`config.mk`:
```
export PLATFORM = sky130hd
export DESIGN_NAME = mario_mmio_ctrl
export DESIGN_NICKNAME = d
export VERILOG_FILES = /design/src/rtl/mario_mmio_pkg.sv /design/src/rtl/mario_cmd_fifo.sv /design/src/rtl/mario_mmio_ctrl.sv
export SDC_FILE = /design/constraint.sdc
export NUM_CORES = 1
export LEC_CHECK = 0
export CAP_MARGIN = 20
export CELL_PAD_IN_SITES_DETAIL_PLACEMENT = 1
export CELL_PAD_IN_SITES_GLOBAL_PLACEMENT = 1
export CORE_AREA = 3 3 92 85
export CTS_BUF_LIST = sky130_fd_sc_hd__clkbuf_4
export CTS_CLUSTER_SIZE = 24
export DETAILED_ROUTE_END_ITERATION = 6
export DIE_AREA = 0 0 95 88
export HOLD_SLACK_MARGIN = 0.02
export MAX_ROUTING_LAYER = met4
export PLACE_DENSITY_LB_ADDON = 0.1
export SYNTH_ARGS = -nofsm -noshare
export SYNTH_HDL_FRONTEND = slang
export SYNTH_SLANG_ARGS = --single-unit
```
`constraint.sdc`:
```
create_clock -name I_CLK_48M -period 3.33 [get_ports I_CLK_48M]
set_input_delay 0.333 -clock I_CLK_48M [delete_from_list [all_inputs] [get_ports I_CLK_48M]]
set_output_delay 0.333 -clock I_CLK_48M [all_outputs]
set_load 0.02 [all_outputs]
```
`src/rtl/mario_mmio_pkg.sv`:
```
`default_nettype none
// ============================================================================
// mario_mmio_pkg : shared constants and helpers for the Mario main-CPU I/O page
// Revision      : 1.0
// ============================================================================
package mario_mmio_pkg;

    localparam int OVWR_DROP    = 0;
    localparam int OVWR_REPLACE = 1;

    // A single-entry queue still needs a one-bit pointer to keep ports legal.
    function automatic int fifo_aw(input int depth);
        return (depth <= 1) ? 1 : $clog2(depth);
    endfunction

endpackage
`default_nettype wire

```
`src/rtl/mario_cmd_fifo.sv`:
```
`default_nettype none
// ============================================================================
// mario_cmd_fifo : sound-command queue with sticky overflow and drop/replace
// Revision       : 1.0
// ============================================================================
module mario_cmd_fifo
    import mario_mmio_pkg::*;
#(
    parameter int DEPTH = 4,
    parameter int OVWR  = OVWR_DROP
) (
    input  logic       I_CLK_48M,
    input  logic       I_RESET_n,
    input  logic       i_push,
    input  logic       i_pop_req,
    input  logic       i_ovf_clr,
    input  logic [7:0] i_data,
    output logic [7:0] o_data,
    output logic       o_valid,
    output logic       o_full,
    output logic       o_ovf
);

    localparam int AW = fifo_aw(DEPTH);
    localparam int CW = AW + 1;
    localparam logic [AW-1:0] c_last  = AW'(DEPTH - 1);
    localparam logic [CW-1:0] c_depth = CW'(DEPTH);

    logic [7:0]    r_mem [DEPTH];
    logic [AW-1:0] r_wr_ptr, r_rd_ptr;
    logic [CW-1:0] r_count;
    logic [7:0]    r_data;
    logic          r_valid, r_full, r_ovf;

    logic          w_pop, w_push_ok, w_full_push, w_wr_en;
    logic [AW-1:0] w_wr_addr, w_wr_ptr_nxt, w_rd_ptr_nxt;
    logic [CW-1:0] w_count_nxt;
    logic [7:0]    w_head_nxt;

    function automatic logic [AW-1:0] ptr_inc(input logic [AW-1:0] p);
        return (p == c_last) ? '0 : p + AW'(1);
    endfunction

    function automatic logic [AW-1:0] ptr_dec(input logic [AW-1:0] p);
        return (p == '0) ? c_last : p - AW'(1);
    endfunction

    always_comb begin
        w_pop        = i_pop_req & r_valid;
        w_push_ok    = i_push & (~r_full | w_pop);
        w_full_push  = i_push & r_full & ~w_pop;
        w_wr_en      = w_push_ok;
        w_wr_addr    = r_wr_ptr;
        // Replace policy rewrites the newest entry without moving any pointer.
        if (w_full_push && (OVWR == OVWR_REPLACE)) begin
            w_wr_en   = 1'b1;
            w_wr_addr = ptr_dec(r_wr_ptr);
        end
        w_wr_ptr_nxt = w_push_ok ? ptr_inc(r_wr_ptr) : r_wr_ptr;
        w_rd_ptr_nxt = w_pop ? ptr_inc(r_rd_ptr) : r_rd_ptr;
        case ({w_push_ok, w_pop})
            2'b10:   w_count_nxt = r_count + CW'(1);
            2'b01:   w_count_nxt = r_count - CW'(1);
            default: w_count_nxt = r_count;
        endcase
        w_head_nxt = (w_wr_en && (w_wr_addr == w_rd_ptr_nxt)) ? i_data : r_mem[w_rd_ptr_nxt];
    end

    always_ff @(posedge I_CLK_48M) begin
        if (w_wr_en) begin
            r_mem[w_wr_addr] <= i_data;
        end
    end

    always_ff @(posedge I_CLK_48M or negedge I_RESET_n) begin
        if (!I_RESET_n) begin
            r_wr_ptr <= '0;
            r_rd_ptr <= '0;
            r_count  <= '0;
            r_data   <= 8'h00;
            r_valid  <= 1'b0;
            r_full   <= 1'b0;
            r_ovf    <= 1'b0;
        end else begin
            r_wr_ptr <= w_wr_ptr_nxt;
            r_rd_ptr <= w_rd_ptr_nxt;
            r_count  <= w_count_nxt;
            r_data   <= w_head_nxt;
            r_valid  <= (w_count_nxt != '0);
            r_full   <= (w_count_nxt == c_depth);
            if (w_full_push) begin
                r_ovf <= 1'b1;
            end else if (i_ovf_clr) begin
                r_ovf <= 1'b0;
            end
        end
    end

    assign o_data  = r_data;
    assign o_valid = r_valid;
    assign o_full  = r_full;
    assign o_ovf   = r_ovf;

endmodule
`default_nettype wire

```
`src/rtl/mario_mmio_ctrl.sv`:
```
`default_nettype none
// ============================================================================
// mario_mmio_ctrl : 74LS259-style latch banks, sound-command queue, VBLANK NMI
// Revision        : 1.0
// ============================================================================
module mario_mmio_ctrl
    import mario_mmio_pkg::*;
#(
    parameter int LATCH_CH   = 2,
    parameter int FIFO_DEPTH = 4,
    parameter int OVWR       = OVWR_DROP,
    parameter int NMI_BIT    = 4
) (
    input  logic                  I_CLK_48M,
    input  logic                  I_RESET_n,
    input  logic                  I_CEN_12M,
    input  logic [2:0]            I_AB,
    input  logic [7:0]            I_DB,
    input  logic [LATCH_CH-1:0]   I_LATCH_SEL_n,
    input  logic [LATCH_CH-1:0]   I_LATCH_CLR_n,
    input  logic                  I_SND_WR_n,
    input  logic                  I_SND_ACK,
    input  logic                  I_OVF_CLR,
    input  logic                  I_VBLK_n,
    output logic [8*LATCH_CH-1:0] O_LATCH_Q,
    output logic [7:0]            O_SND_DATA,
    output logic                  O_SND_VALID,
    output logic                  O_SND_FULL,
    output logic                  O_SND_OVF,
    output logic                  O_NMI_n
);

    logic [7:0] w_demux;
    assign w_demux = 8'(I_DB[0]) << I_AB;

    for (genvar k = 0; k < LATCH_CH; k++) begin : g_latch
        logic [7:0] r_q;
        always_ff @(posedge I_CLK_48M or negedge I_RESET_n) begin
            if (!I_RESET_n) begin
                r_q <= 8'h00;
            end else if (!I_LATCH_CLR_n[k] && I_LATCH_SEL_n[k]) begin
                r_q <= 8'h00;
            end else if (I_CEN_12M && !I_LATCH_SEL_n[k]) begin
                if (!I_LATCH_CLR_n[k]) begin
                    r_q <= w_demux;
                end else begin
                    r_q[I_AB] <= I_DB[0];
                end
            end
        end
        assign O_LATCH_Q[8*k +: 8] = r_q;
    end

    logic r_snd_wr_prev;
    logic w_push;
    assign w_push = ~r_snd_wr_prev & I_SND_WR_n;

    always_ff @(posedge I_CLK_48M or negedge I_RESET_n) begin
        if (!I_RESET_n) begin
            r_snd_wr_prev <= 1'b1;
        end else begin
            r_snd_wr_prev <= I_SND_WR_n;
        end
    end

    mario_cmd_fifo #(
        .DEPTH (FIFO_DEPTH),
        .OVWR  (OVWR)
    ) u_cmd_fifo (
        .I_CLK_48M (I_CLK_48M),
        .I_RESET_n (I_RESET_n),
        .i_push    (w_push),
        .i_pop_req (I_SND_ACK),
        .i_ovf_clr (I_OVF_CLR),
        .i_data    (I_DB),
        .o_data    (O_SND_DATA),
        .o_valid   (O_SND_VALID),
        .o_full    (O_SND_FULL),
        .o_ovf     (O_SND_OVF)
    );

    // VBLANK is sampled once, then compared with its delayed copy for the edge.
    logic r_vblk_s, r_vblk_d, r_nmi_n;
    logic w_nmi_en, w_vblk_fall;
    assign w_nmi_en    = O_LATCH_Q[NMI_BIT];
    assign w_vblk_fall = r_vblk_d & ~r_vblk_s;

    always_ff @(posedge I_CLK_48M or negedge I_RESET_n) begin
        if (!I_RESET_n) begin
            r_vblk_s <= 1'b1;
            r_vblk_d <= 1'b1;
            r_nmi_n  <= 1'b1;
        end else begin
            r_vblk_s <= I_VBLK_n;
            r_vblk_d <= r_vblk_s;
            if (!w_nmi_en) begin
                r_nmi_n <= 1'b1;
            end else if (w_vblk_fall) begin
                r_nmi_n <= 1'b0;
            end
        end
    end

    assign O_NMI_n = r_nmi_n;

endmodule
`default_nettype wire

```
# Word-level counts from Yosys, hierarchy flattened
# Memory sizes are Yosys's and may differ from the RTL's. A register that Yosys moved wholly into a read port is not among the register bits.
# Index checks and enable logic that the tools add are counted.
# word_totals
output_inout_bits	28
register_bits	30
mem_bits_rw	32
wordCells	71
memories	1
# classes
shifts	1
n_lt_le_gt_ge	2
eq_ne	6
n_addsub	4
bitwise_logic	11
mux	20
reduce_logical	14
# memory_table
name	depth	width	rd	rd_ports_with_merged_regs	wr	line_no	source
u_cmd_fifo.r_mem	4	8	1	1	1	mario_cmd_fifo.sv:29	logic [7:0] r_mem [DEPTH];
# ops
op	count
8-bit 2-to-1 mux	6
8-bit bitwise mux	2
1-bit by 3-bit << shifter with 8-bit output	1
1-bit 2-to-1 mux	7
1-bit AND	6
2-bit == test, second input constant	3
2-bit 2-to-1 mux	3
3-bit one-hot mux with 2 select lines	1
2-bit nonzero test	3
1-bit logical AND	5
1-bit zero test	5
2-bit by 1-bit adder with 2-bit output, second input constant	2
3-bit by 4-bit < comparator with 1-bit output, second input constant	1
1-bit NOT	4
3-bit by 1-bit adder with 3-bit output, second input constant	1
1-bit demux with 3-bit select	1
3-bit == test, second input constant	1
3-bit by 1-bit greater-or-equal comparator with 1-bit output, second input constant	1
3-bit nonzero test	1
3-bit by 1-bit subtractor with 3-bit output, second input constant	1
2-bit by 1-bit == test with 1-bit output, second input constant	1
2-bit by 1-bit != test with 1-bit output, second input constant	1
1-bit bitwise OR	1

# Longest topological paths before layout
# Gate-level depths: netlist of run 1.
# depth
depth_word	8
depth_mapped	10
depth_no_buf	10

# Cells and area by module
# From an unflattened synthesis of run 1, not the netlist that was laid out.
# hier_totals
hier_cells	217
hier_area_um2	3011.6
# modules_own_cells
module	area_per_inst_um2	instances	cells_each	seq_area_each_um2
mario_cmd_fifo	2078.2	1	129	1411.4
mario_mmio_ctrl	933.4	1	88	505.5

# Worst setup path before layout of run 1
# Ideal clock, no wire load.
# synth_timing
kind	register to register
from	register u_cmd_fifo.r_valid (netlist: u_cmd_fifo.o_valid)
to	register u_cmd_fifo.r_valid (netlist: u_cmd_fifo.o_valid)
synth_period_minus_slack_ns	2.507
setup_time_ns	0.131
path_stages_with_launch	11
required_time_ns	3.199
path_slack_ns	0.823
arrival_time_ns	2.376
path_buffers	0
cell_sequence	dfrtp_1 -> nand2_2 -> a21oi_1 -> inv_1 -> ha_1 -> fa_1 -> xnor2_1 -> nor2_1 -> xnor2_1 -> inv_1 -> or3_1
# synth_between
elab_chain_len	6
word_cells_on_any_way	7
cone_classes	2 x eq/ne; 1 x mux; 3 x bitwise; 1 x reduce/logical
# synth_rtl
element	line_no	source
start, declared	mario_cmd_fifo.sv:33	logic r_valid, r_full, r_ovf;
start signal, assigned	mario_cmd_fifo.sv:89	r_valid <= (w_count_nxt != '0);
1-bit AND *	mario_cmd_fifo.sv:49	w_pop = i_pop_req & r_valid;
1-bit bitwise OR	mario_cmd_fifo.sv:50	w_push_ok = i_push & (~r_full | w_pop);
1-bit AND	mario_cmd_fifo.sv:50	
2-bit by 1-bit == test with 1-bit output or 2-bit == test (tied branches)	mario_cmd_fifo.sv:61	case ({w_push_ok, w_pop})
3-bit one-hot mux with 2 select lines *	mario_cmd_fifo.sv:61	
via u_cmd_fifo.w_count_nxt[2]	mario_cmd_fifo.sv:37	logic [CW-1:0] w_count_nxt;
3-bit nonzero test *	mario_cmd_fifo.sv:89	
# Mark *: on every way through the listed nets, which the timed path passes. The rest lies on a longest branch.
# A chain may end at the register's enable or synchronous reset.

# Worst setup path in the final report of run 1
# layout_timing
from	register r_snd_wr_prev
to	register u_cmd_fifo.r_valid (netlist: u_cmd_fifo.o_valid)
# layout_between
elab_chain_len	6
word_cells_on_any_way	7
cone_classes	2 x eq/ne; 1 x mux; 3 x bitwise; 1 x reduce/logical
# layout_rtl
element	line_no	source
start, declared	mario_mmio_ctrl.sv:54	logic r_snd_wr_prev;
start signal, assigned	mario_mmio_ctrl.sv:62	r_snd_wr_prev <= I_SND_WR_n;
1-bit NOT *	mario_mmio_ctrl.sv:56	assign w_push = ~r_snd_wr_prev & I_SND_WR_n;
1-bit AND *	mario_mmio_ctrl.sv:56	
1-bit AND *	mario_cmd_fifo.sv:50	
2-bit by 1-bit == test with 1-bit output or 2-bit == test (tied branches)	mario_cmd_fifo.sv:61	
3-bit one-hot mux with 2 select lines *	mario_cmd_fifo.sv:61	
via u_cmd_fifo.w_count_nxt[2]	mario_cmd_fifo.sv:37	
3-bit nonzero test *	mario_cmd_fifo.sv:89	
# Marked as above.

==> results of run 1 <==
==> cells by family (layout without fill, tap and decap cells) <==
family	Yosys count	count (layout)	share of synthesized area
buffers and inverters	17	78	0.0246
and+or+nand+nor	36	36	0.0643
xor gates and xnor gates	5	5	0.0171
DFF	70	70	0.639
AOI/OAI and AO/OA	53	53	0.102
muxes	35	35	0.121
adders and majority gates	7	7	0.0317
==> worst max path at each step <==
| stage | startpoint | endpoint | slack (ps) | cells after the start |
|---|---|---|---|---|
| 6_report | r_snd_wr_prev$_DFF_PN1_ | u_cmd_fifo.o_valid$_DFF_PN0_ | 970 | 10 |
| 4_1_cts | r_snd_wr_prev$_DFF_PN1_ | u_cmd_fifo.o_valid$_DFF_PN0_ | 940 | 10 |
| 5_1_grt | r_snd_wr_prev$_DFF_PN1_ | u_cmd_fifo.o_valid$_DFF_PN0_ | 730 | 10 |
| 2_1_floorplan | u_cmd_fifo.o_valid$_DFF_PN0_ | u_cmd_fifo.o_valid$_DFF_PN0_ | 820 | 10 |
| 3_3_place_gp | I_SND_ACK | u_cmd_fifo.o_valid$_DFF_PN0_ | 580 | 11 |
| 3_5_place_dp | I_SND_ACK | u_cmd_fifo.o_valid$_DFF_PN0_ | 520 | 11 |
==> registers in the layout, indices dropped and copies added, names as in the netlist <==
signal	count
r_vblk_s	1
r_vblk_d	1
u_cmd_fifo.o_data	8
O_NMI_n	1
u_cmd_fifo.r_wr_ptr	2
u_cmd_fifo.o_full	1
u_cmd_fifo.r_rd_ptr	2
u_cmd_fifo.o_valid	1
u_cmd_fifo.o_ovf	1
u_cmd_fifo.r_count	3
r_snd_wr_prev	1
u_cmd_fifo.r_mem	32
g_latch.r_q	16
==> area by class of cell <==
cell class	instances	area [sq um]
timing repair buffer	52	508
sequential	70	1920
clock buffer	10	75.1
clock inverter	6	110
tap	93	116
fill	699	3230
inverter	10	37.5
multi-input combinational	136	1010
==> routing by layer <==
| metal | track usage | wire length, um | vias up | part of all wire |
|---|---|---|---|---|
| met5 | - | 0 | - | 0 |
| met4 | 0.0393 | 44 | 0 | 0.0072 |
| met1 | 0.205 | 2800 | 960 | 0.46 |
| met3 | 0.0498 | 257 | 5 | 0.042 |
| met2 | 0.265 | 2970 | 48 | 0.49 |
| li1 | - | - | 918 | - |
==> cell usage in the layout, fill, tap and decap left out <==
master,synthesis,layout
clkbuf_4,0,10
nor3_4,1,1
ha_1,6,6
nand2_1,6,6
inv_1,9,9
edfxtp_1,32,32
clkinv_4,0,1
nand3b_1,4,4
xnor2_1,4,4
xnor2_2,1,1
dfrtp_1,34,34
nand2b_1,1,1
buf_2,2,1
inv_2,1,1
o22ai_1,1,1
nand3_1,1,1
mux2i_2,0,1
or3_1,3,3
and2_1,4,4
clkinv_1,0,1
o21ai_0,27,27
buf_4,0,3
a21oi_1,9,9
bufinv_16,0,3
nor2_1,13,13
clkinvlp_4,0,1
dfstp_2,4,4
clkdlybuf4s50_1,0,48
o21a_1,8,8
mux2i_1,26,25
nor3_1,1,1
fa_1,1,1
nand2_2,1,1
or3b_2,1,1
o211ai_1,8,8
mux2_2,9,9
==> Yosys cell counts <==
| cell | n |
|---|---|
| dfstp_2 | 4 |
| nor2_1 | 13 |
| mux2i_1 | 26 |
| or3_1 | 3 |
| nor3_1 | 1 |
| a21oi_1 | 9 |
| xnor2_1 | 4 |
| inv_2 | 1 |
| or3b_2 | 1 |
| dfrtp_1 | 34 |
| o211ai_1 | 8 |
| buf_1 | 2 |
| nand2b_1 | 1 |
| ha_1 | 6 |
| nand3_1 | 1 |
| o21ai_0 | 27 |
| inv_1 | 9 |
| nand3b_1 | 4 |
| nand2_1 | 6 |
| nor3_4 | 1 |
| o22ai_1 | 1 |
| and2_1 | 4 |
| mux2_2 | 9 |
| fa_1 | 1 |
| xnor2_2 | 1 |
| o21a_1 | 8 |
| nand2_2 | 1 |
| clkbuf_1 | 2 |
| buf_2 | 2 |
| edfxtp_1 | 32 |
| buf_6 | 1 |
==> power groups by stage <==
stage	combinational (mW)	sequential (mW)	clock, mW
floorplan	0.615	1.22	0
global placement	0.985	1.15	0
detailed placement	1.01	1.15	0
CTS	1.02	1.13	0.698
global route	1.09	1.15	0.732
finish	0.988	1.13	0.674
==> per-stage QoR <==
| stage | instances | power (mW) | hold slack [ps] |
|---|---|---|---|
| after floorplan | 223 | 1.84 | 37.4 |
| after global placement | 361 | 2.14 | 353 |
| after detailed placement | 361 | 2.16 | 357 |
| after CTS | 377 | 2.85 | 42.1 |
| after global routing | 377 | 2.98 | 79.1 |
| final | 377 | 2.79 | 48.4 |
==> out/metrics.yaml, run 1 <==
fin_tns_setup_ps: 0
setup_viol: 0
grt_remaining_overflow: 0
cts_setup_buffers: 0
stdcell_area_sq_um: 3770
clkSinkCount: 70
vdd_drop_max_uv: 279
crit_family: "adder cells"
rsz0062_at_grt: "false"
cts_hold_buf: 0
start_util: 0.428
maxCapViolCount: 0
setup_slack_ps: 970
synth.distinct_cells: 31
gp_congestion: 0.691
skew_ps: 15.6
ctsResizeCount: 0
wire_per_inst_um: 16.1
clockBufferDepth: 2
synth_area_per_cell_sq_um: 13.4
leakage_nw: 1.49
power_density_nw_per_um2: 739
synth_top_area_frac: 0.321
antenna-diode-count: 0
reg2reg_depth: 10
grt_max_degree: 39
dieArea_sq_um: 8360
synth_area_sq_um: 3000
worstPathCellList: "nand2b_1 > a21oi_1 > inv_1 > ha_1 > fa_1 > xnor2_1 > nor2_1 > xnor2_1 > inv_1 > or3_1"
critPathKind: "flip-flop to flip-flop"
drt_iter0_markers: 63
grt_pass1_vias: 2075
fin_crit_sh: 0.709
hold_viol_final: 0
outcome: "complete, no violations"
fin_crit_ps: 2360
drc_errors: 0
post-route-util: 0.539
routed_wl_mm: 6.07
cpMaxStageDelayCell: "dfstp_2"
htreeDepth: 3
fmax_mhz: 424
p_int_mw: 1.93
dp_slack_ps: 517
crit_required_ps: 3620
p_sw_uw: 860
grt_first_pass_wirelength_mm: 10.0
antenna_left: 0
crit_buf_inv: 2
syn_inst: 223
track_usage: 0.165
antenna_found_initial: 0
dpl_cell_area_sq_um: 3590
root_buffer: "clkbuf_4"
relSlewSlack: 0.394
hold_class: "input port to async pin"
ios: 50
tritoncts: "done"
crit_path_start_kind: "flip-flop"
combPwrFrac: 0.354
areaGrowthSynthToFinish_pct: 25.9
num_rows: 29
reg2reg_to: "u_cmd_fifo.o_valid$_DFF_PN0_"
crit_arrival_ps: 2650
port_buffers: 49
r2r-start: "r_snd_wr_prev$_DFF_PN1_"
syn_nets: 252
netSwitchingFraction: 0.308
clk_latency_ps: 400
r2r_slack_ps: 970
coreArea_sq_um: 7000
nets: 308
ys_seq_area_frac: 0.639
pwr-share-seq: 0.404
pwr-share-clk: 0.241
ys_ff_latch: 70
critPathCaptureType: "flip-flop"
firstDrtPassIters: 4
routed_via_density: 5.12
synth_top_area_cell: "edfxtp_1"
vias: 1931
layout-drive-gt1-share: 0.134
ys_warn_count: 0
tightest_slew_ps: 909
critPathMaxFanout: 3
cts_buffers: 9
crit_path_max_incr_delay_ps: 380
synthTopCellsByArea: "edfxtp_1 (32%), dfrtp_1 (28%), mux2i_1 (8.7%)"
die_width_um: 95
place_hpwl_mm: 4.14
die_height_um: 88
slew_viol_final: 0
path_clk_slew_ps: 120
Power figures use the tool's default switching activity.
==> inputs of run 2 (changes only) <==
Clock period 3.33 ns to 2.3 ns, I/O delays scaled along.
==> out/metrics.yaml, run 2 (synthesized netlist as in run 1, its figures left out) <==
wire_per_inst_um: 16.3
maxCapViolCount: 0
die_width_um: 95
dpl.cell_count: 372
clkSinkCount: 70
start_util: 0.428
seq_area_sq_um: 1920
power_density_nw_per_um2: 1040
critPathCaptureType: "flip-flop"
hold_class: "input port to flip-flop"
most-common-layout-cells: "clkdlybuf4s50_1 (48), dfrtp_1 (33), edfxtp_1 (32)"
largest_reg_flops: 32
worstPathCellList: "nand2b_4 > a21oi_4 > inv_1 > ha_2 > fa_2 > xnor2_1 > nor2_1 > xnor2_1 > inv_1 > or3_1"
crit_arrival_ps: 2490
dp_slack_ps: -382
relSlewSlack: 0.682
gp_congestion: 0.702
hold_viol_final: 0
reg2reg_to: "u_cmd_fifo.o_valid$_DFF_PN0_"
track_usage: 0.172
tritoncts: "done"
drt_iter0_markers: 72
fin_crit_sh: 0.959
mostFrequentLayoutCell: "clkdlybuf4s50_1"
hold-worst-slack_ps: 235
routed_via_density: 5.03
num_rows: 29
dieArea_sq_um: 8360
r2r-start: "r_snd_wr_prev$_DFF_PN1_"
crit_required_ps: 2580
firstDrtPassIters: 4
skew_ps: 9.72
clk_latency_ps: 390
clockBufferDepth: 2
stdcell_area_sq_um: 3870
fmax_mhz: 453
setup_slack_ps: 94.5
instances_no_fill: 391
die_height_um: 88
cts_buffers: 9
areaGrowthSynthToFinish_pct: 29.0
antenna_left: 0
rsz0062_at_grt: "false"
r2r_slack_ps: 90
reg2reg_depth: 10
antenna_found_initial: 0
layout-drive-gt1-share: 0.188
multi_input_area_sq_um: 1030
critPathLaunch: "r_snd_wr_prev$_DFF_PN1_"
setup_viol: 0
vias: 1968
slew_viol_final: 0
tightest_slew_ps: 477
crit_path_start_kind: "flip-flop"
port_buffers: 49
grt_pass1_vias: 2165
grt_max_degree: 22
ios: 50
hold_start: "I_VBLK_n"
dpl_cell_area_sq_um: 3700
grt_remaining_overflow: 0
hold_depth: 1
outcome: "complete, no violations"
fin_crit_ps: 2210
path_clk_slew_ps: 110
routed_wl_mm: 6.38
whs_endpoint: "r_vblk_s$_DFF_PN1_"
regMostFlops: "u_cmd_fifo.r_mem"
num-fill-cells: 706
post-route-util: 0.552
critPathKind: "flip-flop to flip-flop"
root_buffer: "clkbuf_4"
drc_errors: 0
nets: 322
antenna-diode-count: 0
coreArea_sq_um: 7000
grt_first_pass_wirelength_mm: 10.5
place_hpwl_mm: 4.59
htreeDepth: 3
crit_path_max_incr_delay_ps: 380
leakage_nw: 1.54
vdd_drop_max_uv: 418
critPathMaxFanout: 2
cpMaxStageDelayCell: "dfstp_2"
-- run 2: report_power, final --
group / switching [mW] / total (mW) / internal, mW
clock: 0.429 / 0.753 / 0.324
sequential: 0.112 / 1.65 / 1.53
combinational: 0.771 / 1.62 / 0.851
-- run 2: worst max-delay path by stage --
stage,end,slack (ps),cells after the start
3_5_place_dp,u_cmd_fifo.o_valid$_DFF_PN0_,-380,11
5_1_grt,u_cmd_fifo.o_valid$_DFF_PN0_,2,10
6_report,u_cmd_fifo.o_valid$_DFF_PN0_,90,10
3_3_place_gp,u_cmd_fifo.o_valid$_DFF_PN0_,-190,11
4_1_cts,u_cmd_fifo.o_valid$_DFF_PN0_,2,10
2_1_floorplan,u_cmd_fifo.o_valid$_DFF_PN0_,6,10
-- run 2: worst max-delay path: cells and delay by family (launching register included) --
family	cells	cell delay, ps
AOI/OAI and AO/OA	1	120
xor gates and xnor gates	2	380
adders and majority gates	2	530
buffers and inverters	2	160
DFF	1	380
and+or+nand+nor	3	530
-- run 2: layer usage --
layer | share of wire | track usage
met2 | 0.50 | 0.289
met4 | 0.0053 | 0.0393
met1 | 0.46 | 0.203
met5 | 0 | -
met3 | 0.037 | 0.0533
-- run 2: metrics by stage --
step / total power [mW] / setup TNS (ps)
detailed placement: 3.27 / -1310
CTS: 4.06 / 0
global placement: 3.22 / -767
finish: 4.02 / 0
floorplan: 2.66 / 0
global route: 4.29 / 0
-- run 2: final cells by class --
| type | count | share of cell area |
|---|---|---|
| clock buffers | 9 | 0.0175 |
| clock inverters | 7 | 0.0168 |
| inverters | 10 | 0.00971 |
| multi-input cells | 136 | 0.268 |
| flip-flops and latches | 70 | 0.496 |
| well taps | 93 | 0.0301 |
| repair buffers | 66 | 0.162 |
-- run 2: what timing repair did --
| action | CTS | global route |
|---|---|---|
| hold endpoints to repair | 18 | 0 |
| setup buffers | 1 | 1 |
| endpoints found under the setup margin | 1 | 1 |
| cloned | 0 | 0 |
| hold buffers | 1 | 0 |
| gates resized for setup | 1 | 2 |
| pin swaps | 2 | 2 |
